## src/rtl/td4_pkg.sv

```systemverilog
// td4_pkg: shared opcodes, source-mux codes and FSM state encoding for the TD4 sequencer.
// Optional feature macro used elsewhere in this slice: TD4_SINGLE_STEP_EN.
package td4_pkg;
    localparam logic [3:0] OP_ADD_A  = 4'b0000;
    localparam logic [3:0] OP_MOV_AB = 4'b0001;
    localparam logic [3:0] OP_IN_A   = 4'b0010;
    localparam logic [3:0] OP_MOV_A  = 4'b0011;
    localparam logic [3:0] OP_MOV_BA = 4'b0100;
    localparam logic [3:0] OP_ADD_B  = 4'b0101;
    localparam logic [3:0] OP_IN_B   = 4'b0110;
    localparam logic [3:0] OP_MOV_B  = 4'b0111;
    localparam logic [3:0] OP_OUT_B  = 4'b1001;
    localparam logic [3:0] OP_OUT_IM = 4'b1011;
    localparam logic [3:0] OP_JNC    = 4'b1110;
    localparam logic [3:0] OP_JMP    = 4'b1111;

    localparam logic [1:0] SEL_A    = 2'b00;
    localparam logic [1:0] SEL_B    = 2'b01;
    localparam logic [1:0] SEL_IN   = 2'b10;
    localparam logic [1:0] SEL_ZERO = 2'b11;

    typedef enum logic {ST_FETCH = 1'b0, ST_EXEC = 1'b1} state_t;
endpackage

```

## src/rtl/td4_sequencer_if.sv

```systemverilog
// td4_sequencer_if: bus between the TD4 sequencer and ROM / datapath.
//   master (sequencer): in RUN, ROM_DATA, CARRY[, STEP]; out ROM_ADDR, IMM, SEL, LD_A_N, LD_B_N, LD_OUT_N, CFLAG
//   slave  (ROM/datapath/bench): the mirror image.
//   STEP exists only when TD4_SINGLE_STEP_EN is defined.
interface td4_sequencer_if #(parameter int PC_W = 4, parameter int DATA_W = 4);
    logic              RUN;
    logic [7:0]        ROM_DATA;
    logic              CARRY;
`ifdef TD4_SINGLE_STEP_EN
    logic              STEP;
`endif
    logic [PC_W-1:0]   ROM_ADDR;
    logic [DATA_W-1:0] IMM;
    logic [1:0]        SEL;
    logic              LD_A_N;
    logic              LD_B_N;
    logic              LD_OUT_N;
    logic              CFLAG;

    modport master (
        input  RUN, ROM_DATA, CARRY,
`ifdef TD4_SINGLE_STEP_EN
        input  STEP,
`endif
        output ROM_ADDR, IMM, SEL, LD_A_N, LD_B_N, LD_OUT_N, CFLAG
    );

    modport slave (
        output RUN, ROM_DATA, CARRY,
`ifdef TD4_SINGLE_STEP_EN
        output STEP,
`endif
        input  ROM_ADDR, IMM, SEL, LD_A_N, LD_B_N, LD_OUT_N, CFLAG
    );
endinterface

```

## src/rtl/td4_decode.sv

```systemverilog
// td4_decode: combinational opcode decode to source select, active-low load strobes and jump flags.
//   in  op[3:0]
//   out sel[1:0], ld_a_n, ld_b_n, ld_out_n, is_jmp, is_jnc
//   Jumps and NOPs select A and assert no strobe.
module td4_decode
    import td4_pkg::*;
(
    input  logic [3:0] op,
    output logic [1:0] sel,
    output logic       ld_a_n,
    output logic       ld_b_n,
    output logic       ld_out_n,
    output logic       is_jmp,
    output logic       is_jnc
);
    always_comb begin
        sel      = SEL_A;
        ld_a_n   = 1'b1;
        ld_b_n   = 1'b1;
        ld_out_n = 1'b1;
        is_jmp   = op == OP_JMP;
        is_jnc   = op == OP_JNC;
        case (op)
            OP_ADD_A:  begin sel = SEL_A;    ld_a_n   = 1'b0; end
            OP_MOV_AB: begin sel = SEL_B;    ld_a_n   = 1'b0; end
            OP_IN_A:   begin sel = SEL_IN;   ld_a_n   = 1'b0; end
            OP_MOV_A:  begin sel = SEL_ZERO; ld_a_n   = 1'b0; end
            OP_MOV_BA: begin sel = SEL_A;    ld_b_n   = 1'b0; end
            OP_ADD_B:  begin sel = SEL_B;    ld_b_n   = 1'b0; end
            OP_IN_B:   begin sel = SEL_IN;   ld_b_n   = 1'b0; end
            OP_MOV_B:  begin sel = SEL_ZERO; ld_b_n   = 1'b0; end
            OP_OUT_B:  begin sel = SEL_B;    ld_out_n = 1'b0; end
            OP_OUT_IM: begin sel = SEL_ZERO; ld_out_n = 1'b0; end
            default:   ;
        endcase
    end
endmodule

```

## src/rtl/td4_sequencer.sv

```systemverilog
// td4_sequencer: two-phase fetch/execute controller for the TD4 CPU (PC, IR, carry flag).
//   CLK, RSTB (sync, active-low)
//   bus.master: RUN, ROM_DATA, CARRY[, STEP] in; ROM_ADDR, IMM, SEL, LD_A_N, LD_B_N, LD_OUT_N, CFLAG out
//   Macro TD4_SINGLE_STEP_EN: FETCH additionally waits for STEP=1.
module td4_sequencer
    import td4_pkg::*;
#(
    parameter int PC_W   = 4,
    parameter int DATA_W = 4
)(
    input  logic              CLK,
    input  logic              RSTB,
    td4_sequencer_if.master   bus
);
    state_t            state;
    logic [PC_W-1:0]   pc;
    logic [7:0]        ir;
    logic              cflag;
    logic [1:0]        d_sel;
    logic              d_ld_a_n, d_ld_b_n, d_ld_out_n, d_jmp, d_jnc;
    logic              go;
    logic              exec;

`ifdef TD4_SINGLE_STEP_EN
    assign go = bus.RUN && bus.STEP;
`else
    assign go = bus.RUN;
`endif

    td4_decode u_decode (
        .op       (ir[7:4]),
        .sel      (d_sel),
        .ld_a_n   (d_ld_a_n),
        .ld_b_n   (d_ld_b_n),
        .ld_out_n (d_ld_out_n),
        .is_jmp   (d_jmp),
        .is_jnc   (d_jnc)
    );

    always_ff @(posedge CLK) begin
        if (!RSTB) begin
            state <= ST_FETCH;
            pc    <= '0;
            ir    <= 8'h00;
            cflag <= 1'b0;
        end else if (state == ST_FETCH) begin
            if (go) begin
                ir    <= bus.ROM_DATA;
                state <= ST_EXEC;
            end
        end else begin
            state <= ST_FETCH;
            cflag <= bus.CARRY;
            // JNC tests the flag as it stood before this EXEC's carry is captured
            pc    <= (d_jmp || (d_jnc && !cflag)) ? ir[PC_W-1:0] : pc + 1'b1;
        end
    end

    // Outputs depend only on registered state; decode is gated so strobes fire in EXEC only
    assign exec         = state == ST_EXEC;
    assign bus.ROM_ADDR = pc;
    assign bus.IMM      = ir[DATA_W-1:0];
    assign bus.CFLAG    = cflag;
    assign bus.SEL      = exec ? d_sel : SEL_A;
    assign bus.LD_A_N   = exec ? d_ld_a_n : 1'b1;
    assign bus.LD_B_N   = exec ? d_ld_b_n : 1'b1;
    assign bus.LD_OUT_N = exec ? d_ld_out_n : 1'b1;
endmodule
```

## src/flat_wrapper.sv

```systemverilog
// flat-port wrapper written by rule: the top's interface ports become plain ports
module td4_sequencer_flat import td4_pkg::*;
#(
    parameter int PC_W   = 4,
    parameter int DATA_W = 4
)
  (CLK, RSTB, bus_RUN, bus_ROM_DATA, bus_CARRY, bus_ROM_ADDR, bus_IMM, bus_SEL, bus_LD_A_N, bus_LD_B_N, bus_LD_OUT_N, bus_CFLAG);
  td4_sequencer_if #(.PC_W(PC_W), .DATA_W(DATA_W)) bus_i ();
  input  logic CLK;
  input  logic RSTB;
  input wire logic [$bits(bus_i.RUN)-1:0] bus_RUN;
  input wire logic [$bits(bus_i.ROM_DATA)-1:0] bus_ROM_DATA;
  input wire logic [$bits(bus_i.CARRY)-1:0] bus_CARRY;
  output wire logic [$bits(bus_i.ROM_ADDR)-1:0] bus_ROM_ADDR;
  output wire logic [$bits(bus_i.IMM)-1:0] bus_IMM;
  output wire logic [$bits(bus_i.SEL)-1:0] bus_SEL;
  output wire logic [$bits(bus_i.LD_A_N)-1:0] bus_LD_A_N;
  output wire logic [$bits(bus_i.LD_B_N)-1:0] bus_LD_B_N;
  output wire logic [$bits(bus_i.LD_OUT_N)-1:0] bus_LD_OUT_N;
  output wire logic [$bits(bus_i.CFLAG)-1:0] bus_CFLAG;
  assign bus_i.RUN = bus_RUN;
  assign bus_i.ROM_DATA = bus_ROM_DATA;
  assign bus_i.CARRY = bus_CARRY;
  assign bus_ROM_ADDR = bus_i.ROM_ADDR;
  assign bus_IMM = bus_i.IMM;
  assign bus_SEL = bus_i.SEL;
  assign bus_LD_A_N = bus_i.LD_A_N;
  assign bus_LD_B_N = bus_i.LD_B_N;
  assign bus_LD_OUT_N = bus_i.LD_OUT_N;
  assign bus_CFLAG = bus_i.CFLAG;
  td4_sequencer #(.PC_W(PC_W), .DATA_W(DATA_W)) u_core (.CLK(CLK), .RSTB(RSTB), .bus(bus_i));
endmodule
```

## config.mk

```make
export PLATFORM = sky130hd
export DESIGN_NAME = td4_sequencer_flat
export DESIGN_NICKNAME = d
export VERILOG_FILES = /design/src/rtl/td4_pkg.sv /design/src/rtl/td4_sequencer_if.sv /design/src/rtl/td4_decode.sv /design/src/rtl/td4_sequencer.sv /design/src/flat_wrapper.sv
export SDC_FILE = /design/constraint.sdc
export NUM_CORES = 1
export LEC_CHECK = 0
export CORE_MARGIN = 3
export CORE_UTILIZATION = 42
export DETAILED_ROUTE_END_ITERATION = 8
export GPL_TIMING_DRIVEN = 0
export PLACE_DENSITY_LB_ADDON = 0.25
export SKIP_LAST_GASP = 1
export SLEW_MARGIN = 10
export SYNTH_ARGS = -nofsm -noshare
export SYNTH_HDL_FRONTEND = slang
export SYNTH_SLANG_ARGS = --single-unit
```

## constraint.sdc

```tcl
create_clock -name CLK -period 1.8 [get_ports CLK]
set_clock_uncertainty 0.15 [all_clocks]
set_input_delay 0.36 -clock CLK [delete_from_list [all_inputs] [get_ports CLK]]
set_output_delay 0.36 -clock CLK [all_outputs]
set_load 0.01 [all_outputs]
```

==> report_table.html <==
<table>
<tr><th>Metric</th><th>Value</th></tr>
<tr><th colspan="2">Run status</th></tr>
<tr><td>Status</td><td>complete, no violations</td></tr>
<tr><th colspan="2">STA</th></tr>
<tr><td>RSZ-0062 raised after global routing</td><td>no</td></tr>
<tr><td>Final number of hold-violating endpoints</td><td>0</td></tr>
<tr><td>Highest clock frequency the design can meet</td><td>approximately 570 MHz</td></tr>
<tr><td>Number of slew-limit violations in the final report</td><td>0</td></tr>
<tr><td>Transition at the pin with the smallest max-transition slack</td><td>0.4612 ns</td></tr>
<tr><td>Final critical-path share of the clock period</td><td>between 90% and 100%</td></tr>
<tr><td>Final setup violating endpoints</td><td>0</td></tr>
<tr><td>Tightest slew margin relative to the limit</td><td>69.26%</td></tr>
<tr><td>Period minus WS final</td><td>between 1.5 and 2 ns</td></tr>
<tr><th colspan="2">Worst setup path</th></tr>
<tr><td>Slowest library cell on the worst path</td><td>clkdlybuf4s50_1</td></tr>
<tr><td>Largest driver fanout on the critical path</td><td>3</td></tr>
<tr><td>Cells along the critical path</td><td>buf_4, clkdlybuf4s50_1</td></tr>
<tr><td>Required time of the worst setup path</td><td>approximately 1.3 ns</td></tr>
<tr><td>Setup slack of the worst register-to-register path</td><td>0.30 ns</td></tr>
<tr><td>Largest incremental delay on the critical path</td><td>between 0.5 and 0.6 ns</td></tr>
<tr><td>Critical R2R Launch</td><td>u_core.ir[7]</td></tr>
<tr><td>Kind of end point of the critical path</td><td>output pin</td></tr>
<tr><td>Endpoint of the worst-slack reg-to-reg timing path</td><td>u_core.bus.ROM_ADDR[3]</td></tr>
<tr><td>Critical path arrival</td><td>~1.3 ns</td></tr>
<tr><td>FF-to-FF path depth</td><td>4</td></tr>
<tr><td>Startpoint kind of the worst setup timing path</td><td>register</td></tr>
<tr><td>Critical path type</td><td>reg -&gt; out</td></tr>
<tr><th colspan="2">Power</th></tr>
<tr><td>Internal power contribution</td><td>approximately 470 µW</td></tr>
<tr><td>Portion of total power attributed to combinational logic</td><td>18.6%</td></tr>
<tr><td>Switching power total</td><td>about 160 µW</td></tr>
<tr><td>Part of the total power dissipated in sequential elements</td><td>between 50% and 60%</td></tr>
<tr><td>Total leakage power</td><td>0.0003975 µW</td></tr>
<tr><td>IR drop worst, VDD</td><td>between 300 and 400 µV</td></tr>
<tr><td>Pwr/cell area</td><td>about 640 mW/mm²</td></tr>
<tr><td>Switching share of power</td><td>25.70%</td></tr>
<tr><td>Clock network fraction of design power</td><td>27.3%</td></tr>
<tr><th colspan="2">Floorplan</th></tr>
<tr><td>Boundary pin count</td><td>26</td></tr>
<tr><td>Initial Util</td><td>between 40% and 50%</td></tr>
<tr><td>Area enclosed by the die boundary</td><td>between 0.002 and 0.0025 mm²</td></tr>
<tr><td># rows</td><td>14</td></tr>
<tr><td>Total core area</td><td>0.001524 mm²</td></tr>
<tr><td>Die outline width</td><td>~47 µm</td></tr>
<tr><td>Die span in y</td><td>around 47 µm</td></tr>
<tr><th colspan="2">Clock tree</th></tr>
<tr><td>Number of buffers on the longest clock path</td><td>2</td></tr>
<tr><td>Number of hold buffers added after cts</td><td>0</td></tr>
<tr><td>Total clock buffers created by CTS</td><td>3</td></tr>
<tr><td>Clock slew at reported path FFs</td><td>around 0.080 ns</td></tr>
<tr><td>Clock tree sinks</td><td>14</td></tr>
<tr><td>Clock root buffer</td><td>clkbuf_4</td></tr>
<tr><td>Clock insertion delay at the later pin of the skew report</td><td>between 0.2 and 0.3 ns</td></tr>
<tr><td>TritonCTS clock tree</td><td>done</td></tr>
<tr><td>Maximum level of the CTS H-tree</td><td>1</td></tr>
<tr><th colspan="2">Cells and area</th></tr>
<tr><td>Share of post-route cells with drive strength above 1</td><td>between 10% and 20%</td></tr>
<tr><td>Count of nets after finishing</td><td>about 130</td></tr>
<tr><td>Core utilization of the finished layout</td><td>about two thirds</td></tr>
<tr><td>FILL cells</td><td>around 150</td></tr>
<tr><td>ANT cells</td><td>0</td></tr>
<tr><td>Final cell count without fillers</td><td>~130</td></tr>
<tr><td>Area taken by flip-flops and latches</td><td>around 290 µm²</td></tr>
<tr><td>Relative area change from synthesis to final layout</td><td>44.22%</td></tr>
<tr><td>Multi-input gate area in the final layout</td><td>around 350 µm²</td></tr>
<tr><th colspan="2">Routing</th></tr>
<tr><td>Vias per cell</td><td>between 5 and 6</td></tr>
<tr><td>Antenna violation net count after detailed routing</td><td>0</td></tr>
<tr><td>Total Routed Length</td><td>1.604 mm</td></tr>
<tr><td>Pre-Repair DR Iteration Count</td><td>4</td></tr>
<tr><td>Top Metal Used</td><td>met3</td></tr>
<tr><td>Violation count after the first detailed-routing iteration</td><td>8</td></tr>
<tr><td>Detail Route met2 WL</td><td>between 700 and 800 µm</td></tr>
<tr><td>Routed length on met1</td><td>~730 µm</td></tr>
<tr><td>Length of routed met3 wiring</td><td>around 100 µm</td></tr>
<tr><td>Average wire per cell in the routed design</td><td>12.15 µm</td></tr>
<tr><td>DRC violations left</td><td>0</td></tr>
<tr><td>Vias after detailed routing</td><td>slightly above 700</td></tr>
<tr><th colspan="2">Global routing</th></tr>
<tr><td>GRT Util Overall</td><td>approximately 17%</td></tr>
<tr><td>Number of global-route vias before repair</td><td>615</td></tr>
<tr><td>Initial antenna violation count</td><td>0</td></tr>
<tr><td>Aggregate global routing overflow</td><td>0</td></tr>
<tr><td>Pin count of the biggest net entering global routing</td><td>11</td></tr>
<tr><td>First-pass GRT wire length</td><td>~2.5 mm</td></tr>
<tr><th colspan="2">Placement</th></tr>
<tr><td>Number of I/O port buffers</td><td>25</td></tr>
<tr><td>DP Cell Count</td><td>approximately 130</td></tr>
<tr><td>Placed wire-length estimate after detailed placement</td><td>roughly 1.2 mm</td></tr>
<tr><td>Routability congestion estimate from global placement</td><td>approximately 0.85</td></tr>
<tr><th colspan="2">Yosys</th></tr>
<tr><td>Cells after Synth</td><td>between 80 and 90</td></tr>
<tr><td>Number of distinct library cells after synthesis</td><td>27</td></tr>
<tr><td>Net count after synthesis</td><td>100</td></tr>
<tr><td>Number of synthesized flops with an enable pin</td><td>0</td></tr>
<tr><td>Primary FF master, synth</td><td>dfxtp_1</td></tr>
<tr><td>Part of the Yosys area used for sequential elements</td><td>40.43%</td></tr>
<tr><td>Synth warnings</td><td>0</td></tr>
<tr><td>Seq cells post-synth</td><td>14</td></tr>
<tr><td>Share of synthesized registers carrying an async set or reset</td><td>0%</td></tr>
<tr><td>Share of the synthesized area in the top cell type</td><td>40.43%</td></tr>
<tr><td>Dominant cell type by area after synthesis</td><td>dfxtp_1</td></tr>
<tr><td>Synth Area per Inst</td><td>between 7 and 8 µm²</td></tr>
<tr><td>Commonest cells in the synthesized netlist</td><td>nand2_1 (21), dfxtp_1 (14), a21oi_1 (10)</td></tr>
<tr><td>Largest cells by area after synthesis</td><td>dfxtp_1 (40%), nand2_1 (11%), a21oi_1 (7.2%)</td></tr>
<tr><td>Most repeated cell in the gate-level netlist after synthesis</td><td>nand2_1</td></tr>
<tr><td>Summed instance area of the synthesized netlist</td><td>693.2 µm²</td></tr>
<tr><th colspan="2">Flow run</th></tr>
<tr><td>Max Cap Violations</td><td>0</td></tr>
<tr><th colspan="2">Min path</th></tr>
<tr><td>Endpoint with the worst hold slack</td><td>u_core.ir[0]</td></tr>
<tr><td>Classification of the worst-slack hold path</td><td>reg -&gt; reg</td></tr>
<tr><td>Min-Delay Startpoint</td><td>u_core.ir[0]</td></tr>
<tr><td>Hold depth</td><td>2</td></tr>
</table>
==> layout by cell type (no fill, tap or decap) <==
cell type,count
nand2_1,21
clkdlybuf4s50_1,18
a21oi_1,10
dfxtp_1,9
buf_4,6
dfxtp_2,4
nand2b_1,3
nor2b_1,3
nand3_1,3
nand4_1,3
a31oi_1,3
clkbuf_4,3
dlygate4sd2_1,3
clkbuf_1,2
nor2_1,2
buf_6,2
o21ai_0,2
clkbuf_2,2
inv_2,1
or3_4,1
nand3b_1,1
nand4b_1,1
buf_1,1
inv_1,1
mux2i_1,1
o211ai_1,1
and3_1,1
a2111o_1,1
a41oi_2,1
and3b_1,1
o22ai_1,1
a211o_2,1
ha_1,1
dlymetal6s2s_1,1
dfxtp_4,1
==> power groups by stage <==
stage               clock network, µW  registers (µW)  logic, µW
floorplan                           0             350       56.1
global route                      194             348        131
global placement                    0             351        115
detailed placement                  0             352        117
finish                            174             345        119
CTS                               183             345        119
==> critical path, delay by kind of cell (launching register included) <==
family,cells,cell delay [ns]
buffers and inverters,2,0.62
DFF,1,0.35
==> stage by stage <==
| step | total power (µW) | TNS, ns | hold slack (ns) | setup slack, ns | cell area, µm² |
|---|---|---|---|---|---|
| 6_report | 637.7 | 0 | 0.3279 | 0.04430 | 999.7 |
| 4_1_cts | 647.5 | -0.03177 | 0.3302 | -0.02423 | 996.0 |
| 3_5_place_dp | 468.4 | -0.7871 | 0.3212 | -0.2444 | 963.4 |
| 5_1_grt | 673.4 | 0 | 0.3593 | 0.004154 | 999.7 |
| 3_3_place_gp | 465.4 | -0.7373 | 0.3163 | -0.2266 | 963.4 |
| 2_1_floorplan | 405.8 | 0 | 0.2999 | 0.3759 | 693.2 |
==> registers in the layout, summed over array words and instances, names as in the netlist <==
signal / count
u_core.ir: 8
u_core.bus.ROM_ADDR: 4
u_core.exec: 1
u_core.bus.CFLAG: 1
==> layout make-up <==
class / instances / area share [%]
buffer: 9 / 6.008
tap: 16 / 2.003
timing repair buffer: 26 / 24.78
multi-input combinational: 62 / 35.29
sequential: 14 / 28.91
inverter: 2 / 0.7509
clock buffer: 3 / 2.253
==> per-layer routing <==
metal / track usage (%) / vias up
met5: 0 / -
met4: 4.972 / 0
met3: 5.859 / 0
met2: 25.82 / 25
met1: 21.99 / 321
li1: - / 362
==> cell families (layout without fill, tap and decap cells) <==
logic type / after synthesis / in the layout / synth area share (%)
AND/OR/NAND/NOR: 40 / 40 / 28.34
AO/OA/AOI/OAI: 20 / 20 / 18.77
flip-flops: 14 / 14 / 40.43
buffers and inverters: 11 / 40 / 9.207
adder cells (fa/ha/maj): 1 / 1 / 1.805
multiplexers: 1 / 1 / 1.444
==> how the worst max path moves through the flow <==
stage	endpoint	slack, ns	start	depth (start not counted)
6_report	bus_IMM[2]	0.04	u_core.ir[2]	2
5_1_grt	bus_IMM[2]	0.004	u_core.ir[2]	2
4_1_cts	bus_LD_A_N	-0.02	u_core.exec	3
3_5_place_dp	bus_SEL[1]	-0.24	u_core.exec	4
3_3_place_gp	bus_SEL[1]	-0.23	u_core.exec	4
2_1_floorplan	bus_SEL[0]	0.38	u_core.exec	3
==> timing repair <==
action | in CTS | in global routing
resized for setup | 16 | 9
setup buffers | 1 | 0
endpoints found under the setup margin | 8 | 6
endpoints found under the hold margin | 0 | 0
Note: power is estimated with default switching activity, not from simulation.
